$ cat config.mk
export PLATFORM = sky130hd
export DESIGN_NAME = mem_port_arbiter_flat
export DESIGN_NICKNAME = d
export VERILOG_FILES = /design/src/rtl/mem_port_arbiter_if.sv /design/src/rtl/mem_port_arbiter.sv /design/src/flat_wrapper.sv
export SDC_FILE = /design/constraint.sdc
export NUM_CORES = 1
export LEC_CHECK = 0
export BUFFER_PORTS_ARGS = -buffer_cell sky130_fd_sc_hd__buf_2
export CORE_AREA = 3 3 40 42
export CTS_BUF_LIST = sky130_fd_sc_hd__clkbuf_16
export CTS_CLUSTER_DIAMETER = 120
export DETAILED_ROUTE_END_ITERATION = 10
export DIE_AREA = 0 0 43 45
export PLACE_DENSITY = 0.55
export SLEW_MARGIN = 20
export SYNTH_ARGS = -nofsm -noshare
export SYNTH_HDL_FRONTEND = slang
export SYNTH_SLANG_ARGS = --single-unit
export TNS_END_PERCENT = 30
$ cat constraint.sdc
create_clock -name ClockIn -period 1.69 [get_ports ClockIn]
set_input_delay 0.169 -clock ClockIn [delete_from_list [all_inputs] [get_ports ClockIn]]
set_output_delay 0.169 -clock ClockIn [all_outputs]
set_load 0.02 [all_outputs]
$ cat src/rtl/mem_port_arbiter_if.sv
// Handshake bundle between the two memory requesters, the unified memory and the port arbiter.
// The master side drives requests and memory ready; the slave side is the arbiter itself.
interface mem_port_arbiter_if;
  logic Req0In;
  logic Req1In;
  logic MemReadyIn;
  logic SelectOut;
  logic MemReqOut;
  logic Gnt0Out;
  logic Gnt1Out;
  logic Done0Out;
  logic Done1Out;

  modport master (
    output Req0In, Req1In, MemReadyIn,
    input  SelectOut, MemReqOut, Gnt0Out, Gnt1Out, Done0Out, Done1Out
  );

  modport slave (
    input  Req0In, Req1In, MemReadyIn,
    output SelectOut, MemReqOut, Gnt0Out, Gnt1Out, Done0Out, Done1Out
  );
endinterface

$ cat src/rtl/mem_port_arbiter.sv
// Two-port memory arbiter: fixed priority for the data port, starvation override for the fetch port,
// with back-to-back handover when the current owner's access completes.
module mem_port_arbiter #(
  parameter int WaitLimit = 4,
  parameter int CntWidth  = 3
) (
  input logic               ClockIn,
  input logic               ResetIn,
  mem_port_arbiter_if.slave bus
);

  typedef enum logic [1:0] {
    Idle  = 2'd0,
    Busy0 = 2'd1,
    Busy1 = 2'd2
  } stateT;

  localparam logic [CntWidth-1:0] WaitMax = CntWidth'(WaitLimit);
  localparam logic [CntWidth-1:0] CntOne  = CntWidth'(1);
  localparam logic [CntWidth-1:0] CntZero = CntWidth'(0);

  stateT               state;
  stateT               nextState;
  logic [CntWidth-1:0] waitCnt;
  logic                starve;

  assign starve = (waitCnt >= WaitMax);

  function automatic stateT arbitrate(input logic r0, input logic r1, input logic st);
    stateT pick;
    if (r1 && st) begin
      pick = Busy1;
    end else if (r0) begin
      pick = Busy0;
    end else if (r1) begin
      pick = Busy1;
    end else begin
      pick = Idle;
    end
    return pick;
  endfunction

  // Next owner; a finishing port is excluded because its request is still high in its Done cycle.
  always_comb begin
    nextState = state;
    case (state)
      Idle: begin
        nextState = arbitrate(bus.Req0In, bus.Req1In, starve);
      end
      Busy0: begin
        if (bus.MemReadyIn) begin
          nextState = arbitrate(1'b0, bus.Req1In, starve);
        end else begin
          nextState = Busy0;
        end
      end
      Busy1: begin
        if (bus.MemReadyIn) begin
          nextState = arbitrate(bus.Req0In, 1'b0, starve);
        end else begin
          nextState = Busy1;
        end
      end
      default: begin
        nextState = Idle;
      end
    endcase
  end

  // State, fetch-port wait counter and the state-decoded registered outputs.
  always_ff @(posedge ClockIn or posedge ResetIn) begin
    if (ResetIn) begin
      state         <= Idle;
      waitCnt       <= CntZero;
      bus.SelectOut <= 1'b0;
      bus.MemReqOut <= 1'b0;
      bus.Gnt0Out   <= 1'b0;
      bus.Gnt1Out   <= 1'b0;
    end else begin
      state         <= nextState;
      bus.SelectOut <= (nextState == Busy0);
      bus.MemReqOut <= (nextState != Idle);
      bus.Gnt0Out   <= (nextState == Busy0);
      bus.Gnt1Out   <= (nextState == Busy1);
      if (!bus.Req1In || ((nextState == Busy1) && (state != Busy1))) begin
        waitCnt <= CntZero;
      end else if ((state != Busy1) && (waitCnt < WaitMax)) begin
        waitCnt <= waitCnt + CntOne;
      end else begin
        waitCnt <= waitCnt;
      end
    end
  end

  // Done follows the memory's ready within the same cycle, only for the current owner.
  assign bus.Done0Out = bus.Gnt0Out & bus.MemReadyIn;
  assign bus.Done1Out = bus.Gnt1Out & bus.MemReadyIn;

endmodule

$ cat src/flat_wrapper.sv
// flat-port wrapper written by rule: the top's interface ports become plain ports
module mem_port_arbiter_flat 
#(
  parameter int WaitLimit = 4,
  parameter int CntWidth  = 3
)
  (ClockIn, ResetIn, bus_Req0In, bus_Req1In, bus_MemReadyIn, bus_SelectOut, bus_MemReqOut, bus_Gnt0Out, bus_Gnt1Out, bus_Done0Out, bus_Done1Out);
  mem_port_arbiter_if bus_i ();
  input logic ClockIn;
  input logic ResetIn;
  input wire logic [$bits(bus_i.Req0In)-1:0] bus_Req0In;
  input wire logic [$bits(bus_i.Req1In)-1:0] bus_Req1In;
  input wire logic [$bits(bus_i.MemReadyIn)-1:0] bus_MemReadyIn;
  output wire logic [$bits(bus_i.SelectOut)-1:0] bus_SelectOut;
  output wire logic [$bits(bus_i.MemReqOut)-1:0] bus_MemReqOut;
  output wire logic [$bits(bus_i.Gnt0Out)-1:0] bus_Gnt0Out;
  output wire logic [$bits(bus_i.Gnt1Out)-1:0] bus_Gnt1Out;
  output wire logic [$bits(bus_i.Done0Out)-1:0] bus_Done0Out;
  output wire logic [$bits(bus_i.Done1Out)-1:0] bus_Done1Out;
  assign bus_i.Req0In = bus_Req0In;
  assign bus_i.Req1In = bus_Req1In;
  assign bus_i.MemReadyIn = bus_MemReadyIn;
  assign bus_SelectOut = bus_i.SelectOut;
  assign bus_MemReqOut = bus_i.MemReqOut;
  assign bus_Gnt0Out = bus_i.Gnt0Out;
  assign bus_Gnt1Out = bus_i.Gnt1Out;
  assign bus_Done0Out = bus_i.Done0Out;
  assign bus_Done1Out = bus_i.Done1Out;
  mem_port_arbiter #(.WaitLimit(WaitLimit), .CntWidth(CntWidth)) u_core (.ClockIn(ClockIn), .ResetIn(ResetIn), .bus(bus_i));
endmodule
# Yosys cells after proc, flatten, opt, wreduce, memory -nomap -nowiden
# Index checks and enable logic that the tools add are counted.
[word_totals] elab_cells=33 in_bits=5 regBits=8 output_inout_bits=6
[classes] muxes=10 n_eq_ne=5 n_lt_le_gt_ge=2 bitwise=2 addsub=1 n_reduce_logical=8
[op_table] operator="2-bit 2-to-1 mux" n=6
[op_table] operator="3-bit 2-to-1 mux" n=2
[op_table] operator="2-bit case mux with 3 select lines" n=1
[op_table] operator="2-bit by 1-bit == test with 1-bit output (second input constant)" n=2
[op_table] operator="2-bit == test (second input constant)" n=2
[op_table] operator="2-bit nonzero test" n=2
[op_table] operator="3-bit by 1-bit adder with 3-bit output (second input constant)" n=1
[op_table] operator="3-bit >= comparator (second input constant)" n=1
[op_table] operator="1-bit logical AND" n=3
[op_table] operator="3-bit less-than comparator (second input constant)" n=1
[op_table] operator="1-bit AND" n=2
[op_table] operator="2-bit zero test" n=1
[op_table] operator="2-bit != test (second input constant)" n=1
[op_table] operator="1-bit zero test" n=1
[op_table] operator="1-bit logical OR" n=1
[op_table] operator="1-bit 2-to-1 mux" n=1

# Logic depth before layout (Yosys ltp)
# Gate-level depths: netlist (run 1).
[depth] word_depth=9 depth_mapped=4 mapped_depth_nobuf=3

# Worst setup path before layout (run 1)
# No wires, ideal clock.
[synth_path] path_type="register to register" startpoint="reg u_core.state[1]" endpoint="reg u_core.bus.MemReqOut" setup_time_ns=0.132 setup_slack_ns=0.398 path_stages_with_launch=4 period_less_slack_ns=1.292 t_arrival_ns=1.160 n_path_buf=0 path_cell_list="dfrtp_1 nand3b_1 a32o_1 or3b_1"
[synth_between] elab_chain_len=3
[synth_lines] element="from (decl)" line_no="mem_port_arbiter.sv:22" source="stateT state;"
[synth_lines] element="from (signal assigned)" line_no="mem_port_arbiter.sv:73" source="state <= Idle;"
[synth_lines] element="from (signal assigned)" line_no="mem_port_arbiter.sv:80" source="state <= nextState;"
[synth_lines] element="2-bit == test, or another cell as far along" line_no="mem_port_arbiter.sv:46" source="case (state)"
[synth_lines] element="2-bit case mux with 3 select lines *" line_no="mem_port_arbiter.sv:46"
[synth_lines] element="named net u_core.nextState[0]" line_no="mem_port_arbiter.sv:23" source="stateT nextState;"
[synth_lines] element="2-bit nonzero test *" line_no="mem_port_arbiter.sv:82" source="bus.MemReqOut <= (nextState != Idle);"
[synth_lines] element="to (signal assigned)" line_no="mem_port_arbiter.sv:82"
[synth_lines] element="to (decl)" line_no="mem_port_arbiter_if.sv:21" source="output SelectOut, MemReqOut, Gnt0Out, Gnt1Out, Done0Out, Done1Out"
# Mark *: on every way through the listed nets, which the timed path passes. The rest lies on a longest branch.
# A chain may end at the register's enable or synchronous reset.

# Final worst setup path (run 1)
# Same ends and word-level chain as after synthesis.

==> run summary, run 1 <==
Slew HR -> 73.9%
Setup CP Type -> register to register
Core box area -> 0.00128 mm^2
Asr flop ratio synth -> 100%
Peak supply drop -> 0.923 mV
CTS resizes -> 0
Post-Syn Area -> 413 um^2
Layout cells sized above 1 -> 24.5%
Data arrival, critical path -> 1.49 ns
Fmax -> 724 MHz
GR Util All Layers -> 9.94%
Total congestion overflow -> 0
Area delta synth->final -> 34.2%
Clock Skews -> 0.00117 ns
Clk Latency, worst-skew pair -> 0.23 ns
WL final -> 759 um
Status -> completed
Syn avg cell area -> 10.1 um^2
Synthesized instance count -> 41
Fin. Hold Viols -> 0
Reg power frac -> 31.6%
CP startpoint kind -> register
Tmin final -> 1.38 ns
Die W -> 43 um
Grt met2 use -> 12.9%
CP Capture Type -> register
Initial Utilization -> 32.1%
Initial antenna violation count -> 0
Crit-path cells -> nand3b_1, a32o_1, or3b_1
Psw -> 0.305 mW
Internal -> 0.690 mW
ANT cells -> 0
Total die area -> 0.00194 mm^2
Detailed Routing Iterations Pass 1 -> 3
Detailed Route Iter0 Violations -> 4
Flop2flop setup slack -> 0.31 ns
Reg area -> 200 um^2
Dominant cell type by area after synthesis -> dfrtp_1
Clock power share -> 39.3%
TritonCTS clock tree -> built
CTS Hold Buffers Added -> 1
Number of synthesized flops with an enable pin -> 0
Area after DPL -> 469 um^2
Setup_tns -> 0 ns
Max incr delay on CP -> 0.43 ns
Yosys warning total -> 0
Max-slew violations -> 0
Area of the multi-input gates -> 196 um^2
Slowest-stage cell, CP -> dfrtp_1
CP required -> 1.79 ns
Global-route wire length before repair -> 1310 um
Fin area -> 554 um^2
Final Core Density -> 43.1%
Nets@finish -> 61
Filler Cells Inserted -> 122
Die Span Y -> 45 um
IO Count -> 11
Post-synth top flop -> dfrtp_1
Hpwl dp -> 568 um
Vias in the first global route -> 301
Slew @ Worst Pin -> 0.388 ns
Count leader, synth -> dfrtp_1
H-Tree Depth -> 1
Sw Ratio -> 30.7%
Worst-path clk slew -> 0.04 ns
Crit Path Max Fanout -> 8
Synth cell count leaders -> dfrtp_1, nand2b_1
Vias -> 343
Clk sinks -> 8
DP Worst Slack -> 0.310 ns
Average wire per standard cell -> 11.2 um
Power Dens Cells -> 1800 mW/mm^2
Combinational fraction of design power -> 29.1%
Vias per cell -> 5.04
Clk buf depth -> 2
Leak Pwr -> 0.268 nW
Final hold slack -> 0.267 ns
Global placer's final weighted congestion -> 0.747
Crit share post-route -> 81.7%
# port buffers -> 10
Hold crit path type -> primary input to register
Final WS setup -> 0.309 ns
Site Rows -> 13
Max capacitance violation total -> 0
Layer with the highest usage -> met2
Top cells by area, synth -> dfrtp_1, nand2b_1, a32o_1
Antenna Nets Post-Route -> 0
DRC Markers -> 0
Total CTS buffers -> 3
Root buffer selected by CTS -> clkbuf_16
Syn_nets -> 47
Seq/Total Area, Yosys -> 48.5%
Largest net degree at the start of global routing -> 11
Share of the synthesized area in the top cell type -> 48.5%
CP top delay family -> simple AND/OR/NAND/NOR gates
Final setup fails -> 0
Cell variety after synth -> 20
RSZ-0062 raised after global routing -> false
Post-CTS Setup Bufs -> 0
Grt met1 use -> 12.7%
Buf/Inv on CP -> 0
Grt met3 use -> 4.78%
FF+latch count, synth -> 8
-- area by class of cell --
class,count,area share [%]
Timing Repair Buffer,11,10.8
Tap cell,15,3.39
Clock buffer,3,13.5
Multi-Input combinational cell,30,35.4
Sequential cell,8,36.1
Inverter,1,0.677
-- worst paths after layout --
path / start / endpoint / depth (start not counted)
worst max-delay path: u_core.state[1]$_DFF_PP0_ / u_core.bus.MemReqOut$_DFF_PP0_ / 3
worst min-delay path: bus_Req1In / u_core.state[1]$_DFF_PP0_ / 3
worst max register to register: u_core.state[1]$_DFF_PP0_ / u_core.bus.MemReqOut$_DFF_PP0_ / 3
worst min register to register: u_core.waitCnt[1]$_DFFE_PP0P_ / u_core.waitCnt[1]$_DFFE_PP0P_ / 2
max in group asynchronous: ResetIn / u_core.waitCnt[0]$_DFFE_PP0P_ / 3
min in group asynchronous: ResetIn / u_core.bus.MemReqOut$_DFF_PP0_ / 3
-- routing by layer --
layer | vias to the layer above | share of wire [%]
met5 | - | 0
met4 | 0 | 3.3
met3 | 2 | 9.0
met2 | 13 | 41
met1 | 159 | 46
li1 | 169 | -
-- placed cells by master (no fill, tap or decap), drive strengths merged --
master	netlist	final
a21oi	3	3
or3	1	1
nor2b	3	3
nand2b	4	4
nand3b	2	2
o31ai	1	1
nand4b	1	1
nor2	3	3
and2	2	2
dfrtp	8	8
or3b	1	1
nand3	1	1
dlygate4sd3	0	1
nor3b	1	1
clkbuf	0	3
o21ai	3	3
inv	1	1
or2b	1	1
buf	2	10
a32o	2	2
ha	1	1
-- cells by family (layout without fill, tap and decap cells) --
group / after synthesis / after routing / synth area share [%]
AND/OR/NAND/NOR: 20 / 20 / 30.6
AO/OA/AOI/OAI: 9 / 9 / 13.9
buffers and inverters: 3 / 15 / 3.94
adder cells (fa/ha/maj): 1 / 1 / 3.03
flip-flops: 8 / 8 / 48.5
-- stage by stage --
| stage | power [mW] | instances |
|---|---|---|
| 5_1_grt | 1.06 | 68 |
| 4_1_cts | 1.01 | 68 |
| 2_1_floorplan | 0.537 | 41 |
| 3_5_place_dp | 0.606 | 64 |
| 6_report | 0.995 | 68 |
| 3_3_place_gp | 0.603 | 64 |
-- sequential cells by signal (all words and copies together), names as in the netlist --
name,count
u_core.bus.Gnt1Out,1
u_core.bus.MemReqOut,1
u_core.bus.SelectOut,1
u_core.state,2
u_core.waitCnt,3
-- worst reg2reg max path: cells and delay by family, from the launching register on --
kind,cells,cell delay (ns)
and+or+nand+nor,2,0.58
DFF,1,0.43
AOI/OAI and AO/OA,1,0.25
-- power groups by stage --
stage          logic [mW]  registers [mW]  clock network (mW)
2_1_floorplan       0.205           0.331                   0
3_3_place_gp        0.289           0.314                   0
3_5_place_dp        0.289           0.316                   0
4_1_cts             0.293           0.313               0.406
5_1_grt             0.320           0.328               0.413
6_report            0.290           0.314               0.391
(Power assumes the default switching activity.)
==> run 2, diff against run 1 <==
--- a/config.mk
+++ b/config.mk
@@ -5,13 +5,14 @@
 export SDC_FILE = /design/constraint.sdc
 export NUM_CORES = 1
 export LEC_CHECK = 0
+export ABC_AREA = 1
 export BUFFER_PORTS_ARGS = -buffer_cell sky130_fd_sc_hd__buf_2
 export CORE_AREA = 3 3 40 42
 export CTS_BUF_LIST = sky130_fd_sc_hd__clkbuf_16
 export CTS_CLUSTER_DIAMETER = 120
 export DETAILED_ROUTE_END_ITERATION = 10
 export DIE_AREA = 0 0 43 45
-export PLACE_DENSITY = 0.55
+export PLACE_DENSITY = 0.56
 export SLEW_MARGIN = 20
 export SYNTH_ARGS = -nofsm -noshare
 export SYNTH_HDL_FRONTEND = slang
==> constraint.sdc (replaced) <==
create_clock -name ClockIn -period 1.1 [get_ports ClockIn]
set_input_delay 0.11 -clock ClockIn [delete_from_list [all_inputs] [get_ports ClockIn]]
set_output_delay 0.11 -clock ClockIn [all_outputs]
set_load 0.02 [all_outputs]
==> run 2 against run 1 <==
  * The flow now finishes with violations (setup timing)
  * Clock power rose by 53%
  * Power up 82%
  * Final cell count grew 16%
  * Highest routed layer is now met3
==> run summary, run 2 <==
Clk sinks -> 8 (unchanged)
Final Core Density -> 46.0% (+2.8 points)
Leak Pwr -> 0.336 nW (+26%)
Detailed Route Iter0 Violations -> 0 (-4)
Vias per cell -> 4.52 (-10%)
Syn_nets -> 56 (+19%)
Root buffer selected by CTS -> clkbuf_16
Post-synth top flop -> dfrtp_1
# port buffers -> 10 (unchanged)
Synth cell count leaders -> nand2_1, dfrtp_1, inv_1
Site Rows -> 13 (unchanged)
Cell variety after synth -> 15 (-25%)
TritonCTS clock tree -> built
Average wire per standard cell -> 10.7 um (-4.3%)
Slew HR -> 79.9% (+6.0 points)
Data arrival, critical path -> 1.22 ns (-0.27 ns)
Seq/Total Area, Yosys -> 49.2% (+0.75 points)
Peak supply drop -> 1.54 mV (+67%)
Vias in the first global route -> 310 (+3.0%)
Worst setup path start -> u_core.state[1]$_DFF_PP0_
Cell mode on critical path -> nand2_2
Final hold slack -> 0.178 ns (-0.0896 ns)
Status -> complete, but fails checks
Dominant cell type by area after synthesis -> dfrtp_1
Violated checks -> setup timing
Die Span Y -> 45 um (unchanged)
Area delta synth->final -> 45.2%
Total CTS buffers -> 3 (unchanged)
Fin. Hold Viols -> 0 (unchanged)
Syn avg cell area -> 8.13 um^2 (-19%)
GR Util All Layers -> 9.92% (-0.017 points)
Most frequent cells in the layout -> buf_2, nand2_1, dfrtp_1, inv_1, nand3_1
Initial antenna violation count -> 0 (unchanged)
IO Count -> 11 (unchanged)
Largest net degree at the start of global routing -> 9 (-2)
RSZ-0062 raised after global routing -> true
Power Dens Cells -> 3070 mW/mm^2 (+71%)
CP startpoint kind -> register
Count leader, synth -> nand2_1
ANT cells -> 0 (unchanged)
Filler Cells Inserted -> 144 (+18%)
Hpwl dp -> 608 um (+7.1%)
WL final -> 844 um (+11%)
Post-CTS Setup Bufs -> 0 (unchanged)
RR Startpoint -> u_core.state[1]$_DFF_PP0_
Reg with most FFs -> u_core.waitCnt
Synthesized instance count -> 50 (+22%)
Nets@finish -> 72 (+18%)
Clk Latency, worst-skew pair -> 0.23 ns (about the same)
Initial Utilization -> 31.6% (-0.49 points)
Crit Path Max Fanout -> 3 (-5)
Fmax -> 904 MHz (+25%)
Total congestion overflow -> 0 (unchanged)
Setup_tns -> -0.0123 ns (-0.0123 ns)
Vias -> 357 (+4.1%)
Setup CP Type -> register to register
Final WS setup -> -0.00600 ns (-0.315 ns)
Max capacitance violation total -> 0 (unchanged)
Final setup fails -> 3 (+3)
Die W -> 43 um (unchanged)
Core box area -> 0.00128 mm^2 (unchanged)
Worst Hold Launch -> bus_Req1In
Slowest-stage cell, CP -> dfrtp_1
Layout cells sized above 1 -> 42.2% (+18 points)
Clock Skews -> 0.00244 ns (+0.00127 ns)
DRC Markers -> 0 (unchanged)
Slew @ Worst Pin -> 0.301 ns (-0.0875 ns)
Crit share post-route -> 101% (+19 points)
Max-slew violations -> 0 (unchanged)
Clk buf depth -> 2 (unchanged)
Global-route wire length before repair -> 1270 um (-3.2%)
Number of synthesized flops with an enable pin -> 0 (unchanged)
H-Tree Depth -> 1 (unchanged)
Tmin final -> 1.11 ns (-0.275 ns)
Dpl cells -> 75 (+17%)
Most common cell after layout, fill and taps aside -> buf_2
DP Worst Slack -> 0.000584 ns (-0.309 ns)
Hold crit path type -> primary input to register
Non-Filler Instances -> 79 (+16%)
CP required -> 1.21 ns (-0.58 ns)
Antenna Nets Post-Route -> 0 (unchanged)
Largest registers -> u_core.waitCnt (3), u_core.state (2)
Worst-path clk slew -> 0.03 ns (about the same)
Number of flip-flops in the largest register -> 3 (unchanged)
Global placer's final weighted congestion -> 0.710 (-5.0%)
Yosys warning total -> 0 (unchanged)
FF+latch count, synth -> 8 (unchanged)
Detailed Routing Iterations Pass 1 -> 1 (-2)
Total die area -> 0.00194 mm^2 (unchanged)
Crit-path cells -> nor2_2, nand3_2, nand3_4, nand2_2, nand2_2, nor2_1
Max incr delay on CP -> 0.41 ns (-0.02 ns)
Asr flop ratio synth -> 100% (unchanged)
Share of the synthesized area in the top cell type -> 49.2% (+0.75 points)
Top cells by area, synth -> dfrtp_1, nand2_1, nand3_1
CP Capture Type -> register
Post-Syn Area -> 407 um^2 (-1.5%)
-- run 2: cell type report --
class	instances	area (um^2)	area share, %
Clock buffer	3	75.1	12.7
Inverter	10	37.5	6.36
Multi-Input combinational cell	31	191	32.4
Sequential cell	8	200	33.9
Tap cell	15	18.8	3.18
Timing Repair Buffer	12	67.6	11.4
-- run 2: cells by family after synthesis --
family	Yosys count	synth area share, %
AOI/OAI and AO/OA	1	1.23
xor gates and xnor gates	1	2.15
adders and majority gates	1	3.08
buffers and inverters	11	11.1
DFF	8	49.2
and+or+nand+nor	28	33.2
-- run 2: worst max-delay path: cells and delay by family, from the launching register on --
family | cells | cell delay (ns)
and+or+nand+nor | 6 | 0.58
DFF | 1 | 0.41
-- run 2: path summary, 6_finish.rpt --
| kind | endpoint | slack (ns) | cells past startpoint |
|---|---|---|---|
| worst max-delay path | u_core.waitCnt[2]$_DFFE_PP0P_ | -0.006 | 6 |
| worst min-delay path | u_core.waitCnt[0]$_DFFE_PP0P_ | 0.18 | 3 |
| worst max register to register | u_core.waitCnt[2]$_DFFE_PP0P_ | -0.006 | 6 |
| worst min register to register | u_core.waitCnt[2]$_DFFE_PP0P_ | 0.56 | 2 |
| max in group asynchronous | u_core.state[1]$_DFF_PP0_ | 0.50 | 3 |
| min in group asynchronous | u_core.state[0]$_DFF_PP0_ | 0.37 | 3 |
-- run 2: metrics by stage --
| stage | area, um^2 | power (mW) |
|---|---|---|
| after floorplan | 407 | 0.969 |
| after global placement | 475 | 1.11 |
| after detailed placement | 475 | 1.13 |
| after CTS | 571 | 1.79 |
| after global routing | 591 | 1.95 |
| final | 591 | 1.81 |
-- run 2: routing by layer --
layer	GRT usage (%)	wire length, um	vias up	part of all wire, %
li1	-	-	185	-
met1	8.19	286	161	34
met2	18.3	486	11	58
met3	5.98	71	0	8.4
met4	5.42	0	0	0
met5	0	0	-	0
-- run 2: report_power, final --
| group | internal, mW | switching (mW) |
|---|---|---|
| Clock | 0.467 | 0.131 |
| Sequential | 0.420 | 0.0925 |
| Combinational | 0.264 | 0.439 |
| Total | 1.15 | 0.662 |
-- run 2: what timing repair did --
item,4_1_cts,5_1_grt
gates cloned,0,0
gates resized for setup,4,5
hold buffers,1,0
pin swaps,1,4
hold endpoints to repair,8,0
setup endpoints to repair,3,4
==> run 3, diff against run 2 <==
--- a/config.mk
+++ b/config.mk
@@ -12,7 +12,6 @@
 export CTS_CLUSTER_DIAMETER = 120
 export DETAILED_ROUTE_END_ITERATION = 10
 export DIE_AREA = 0 0 43 45
-export PLACE_DENSITY = 0.56
 export SLEW_MARGIN = 20
 export SYNTH_ARGS = -nofsm -noshare
 export SYNTH_HDL_FRONTEND = slang
==> run 3 against run 2 <==
  * The run now ends clean
  * Non-clock buffer count grew 1
  * Hold slack lost 0.014 ns
  * Fmax grew 1.4%
  * Critical path depth down 1
  * Register-to-register slack about the same
  * First-iteration DRC count up 2
  * Setup slack better by 0.015 ns
  * Core utilization decreased by 0.58 points
  * Sequential power hardly changed
  * Sequential cell count did not move
  * Via count down 2.0%
  * Clock power is essentially flat
  * Critical endpoint is now u_core.bus.MemReqOut$_DFF_PP0_
  * Highest routed layer unchanged
==> run summary, run 3 (synthesis gave the netlist of run 2 again) <==
Max incr delay on CP -> 0.41 ns (about the same)
WL final -> 770 um (-8.8%)
Total congestion overflow -> 0 (unchanged)
Total die area -> 0.00194 mm^2 (unchanged)
TritonCTS clock tree -> built
Initial Utilization -> 31.6% (unchanged)
Global placer's final weighted congestion -> 0.724 (+2.0%)
Non-Filler Instances -> 80 (+1.3%)
Peak supply drop -> 1.19 mV (-23%)
Core box area -> 0.00128 mm^2 (unchanged)
GR Util All Layers -> 9.52% (-0.40 points)
Initial antenna violation count -> 0 (unchanged)
Total CTS buffers -> 3 (unchanged)
Area delta synth->final -> 43.4%
Vias -> 350 (-2.0%)
Worst Hold Path Cells -> 3 (unchanged)
Vias in the first global route -> 308 (-0.65%)
Clock power share -> 33.3% (+0.3 points)
Setup CP Type -> register to register
Fmax -> 917 MHz (+1.4%)
Die W -> 43 um (unchanged)
ANT cells -> 0 (unchanged)
Worst Hold Launch -> bus_Req1In
DP Worst Slack -> 0.0246 ns (+0.0241 ns)
RSZ-0062 raised after global routing -> true
Die Span Y -> 45 um (unchanged)
Layout cells sized above 1 -> 40.0% (-2.2 points)
Reg power frac -> 28.5% (+0.2 points)
Antenna Nets Post-Route -> 0 (unchanged)
Most frequent cells in the layout -> buf_2, nand2_1, dfrtp_1, nand3_1, inv_1
Site Rows -> 13 (unchanged)
CP required -> 1.21 ns (about the same)
CP Capture Type -> register
Slowest-stage cell, CP -> dfrtp_1
Crit share post-route -> 99.2% (-1.4 points)
Fin area -> 583 um^2 (-1.3%)
Detailed Routing Iterations Pass 1 -> 2 (+1)
H-Tree Depth -> 1 (unchanged)
Data arrival, critical path -> 1.20 ns (-0.02 ns)
Power Dens Cells -> 3070 mW/mm^2 (+0.10%)
Max-slew violations -> 0 (unchanged)
Number of flip-flops in the largest register -> 3 (unchanged)
Combinational fraction of design power -> 38.2% (-0.6 points)
Fin. Hold Viols -> 0 (unchanged)
Largest registers -> u_core.waitCnt (3), u_core.state (2)
Hold path endpoint -> u_core.waitCnt[1]$_DFFE_PP0P_
Vias per cell -> 4.38 (-3.2%)
Crit-path cells -> inv_1, nor2_2, nand2_1, nand3_2, or2_1
Tmin final -> 1.09 ns (-0.0150 ns)
Dpl cells -> 75 (unchanged)
Reg with most FFs -> u_core.waitCnt
Average wire per standard cell -> 9.63 um (-9.9%)
Psw -> 0.635 mW (-4.1%)
Area after DPL -> 475 um^2 (unchanged)
Slew @ Worst Pin -> 0.314 ns (+0.0132 ns)
CP top delay family -> simple AND/OR/NAND/NOR gates
Buf/Inv on CP -> 1 (+1)
Largest net degree at the start of global routing -> 9 (unchanged)
FF-to-FF End -> u_core.bus.MemReqOut$_DFF_PP0_
Final hold slack -> 0.163 ns (-0.0145 ns)
RR Startpoint -> u_core.state[0]$_DFF_PP0_
Slew HR -> 79.1% (-0.88 points)
Root buffer selected by CTS -> clkbuf_16
Most common cell after layout, fill and taps aside -> buf_2
Clk buf depth -> 2 (unchanged)
IO Count -> 11 (unchanged)
Final WS setup -> 0.00896 ns (+0.0150 ns)
Sw Ratio -> 35.4% (-1.1 points)
Clock Skews -> 0.000498 ns (-0.00194 ns)
Leak Pwr -> 0.338 nW (+0.63%)
Detailed Route Iter0 Violations -> 2 (+2)
Hold crit path type -> primary input to register
Clk sinks -> 8 (unchanged)
Max capacitance violation total -> 0 (unchanged)
CP startpoint kind -> register
Worst-path clk slew -> 0.04 ns (about the same)
Nets@finish -> 73 (+1.4%)
Flop2flop setup slack -> 0.009 ns (about the same)
Crit Path Max Fanout -> 3 (unchanged)
Clk Latency, worst-skew pair -> 0.23 ns (about the same)
Internal -> 1.16 mW (+0.49%)
# port buffers -> 10 (unchanged)
Final Core Density -> 45.4% (-0.58 points)
Global-route wire length before repair -> 1240 um (-2.7%)
Final setup fails -> 0 (-3)
Register-to-Register Path Depth -> 5 (-1)
Hpwl dp -> 576 um (-5.2%)
DRC Markers -> 0 (unchanged)
Status -> completed
## run 3: worst max path at each step
stage	cells after the start	slack, ns	start	end
after floorplan	5	0.09	u_core.waitCnt[2]$_DFFE_PP0P_	u_core.bus.MemReqOut$_DFF_PP0_
after CTS	7	0.01	u_core.state[1]$_DFF_PP0_	u_core.waitCnt[2]$_DFFE_PP0P_
after global routing	7	-0.07	u_core.state[1]$_DFF_PP0_	u_core.waitCnt[2]$_DFFE_PP0P_
after global placement	7	0.03	u_core.state[1]$_DFF_PP0_	u_core.waitCnt[2]$_DFFE_PP0P_
after detailed placement	7	0.02	u_core.state[1]$_DFF_PP0_	u_core.waitCnt[2]$_DFFE_PP0P_
final	5	0.009	u_core.state[0]$_DFF_PP0_	u_core.bus.MemReqOut$_DFF_PP0_
## run 3: per-stage QoR
step	setup TNS, ns	power [mW]
after floorplan	0	0.969
after global placement	0	1.11
after detailed placement	0	1.12
after CTS	0	1.74
after global routing	-0.236	1.92
final	0	1.79
## run 3: final cells by class
class / instances / area (um^2)
fillers: 128 / 702
flip-flops and latches: 8 / 200
multi-input cells: 31 / 176
clock buffers: 3 / 75.1
repair buffers: 13 / 75.1
inverters: 10 / 37.5
well taps: 15 / 18.8
## run 3: timing repair
action | 4_1_cts | 5_1_grt
setup endpoints to repair | 0 | 4
hold buffers | 1 | 0
endpoints found under the hold margin | 8 | 0
buffers inserted | 0 | 1
gates resized for setup | 0 | 6
## run 3: power groups by stage
stage               sequential [mW]  clock, mW  combinational [mW]
global placement              0.495          0               0.611
finish                        0.511      0.597               0.684
global route                  0.529      0.629               0.758
detailed placement            0.498          0               0.618
floorplan                     0.559          0               0.411
CTS                           0.497      0.616               0.626
## run 3: worst min-delay path: stages
cell     delay, ns
buf_2         0.12
nand2_2       0.08
nor2_1        0.04
## run 3: metal layers
layer | vias up | global-route usage, % | routed length, um
met5 | - | 0 | 0
met4 | 0 | 5.42 | 0
met3 | 0 | 5.98 | 73
met2 | 11 | 14.7 | 378
met1 | 155 | 9.98 | 318
li1 | 184 | - | -
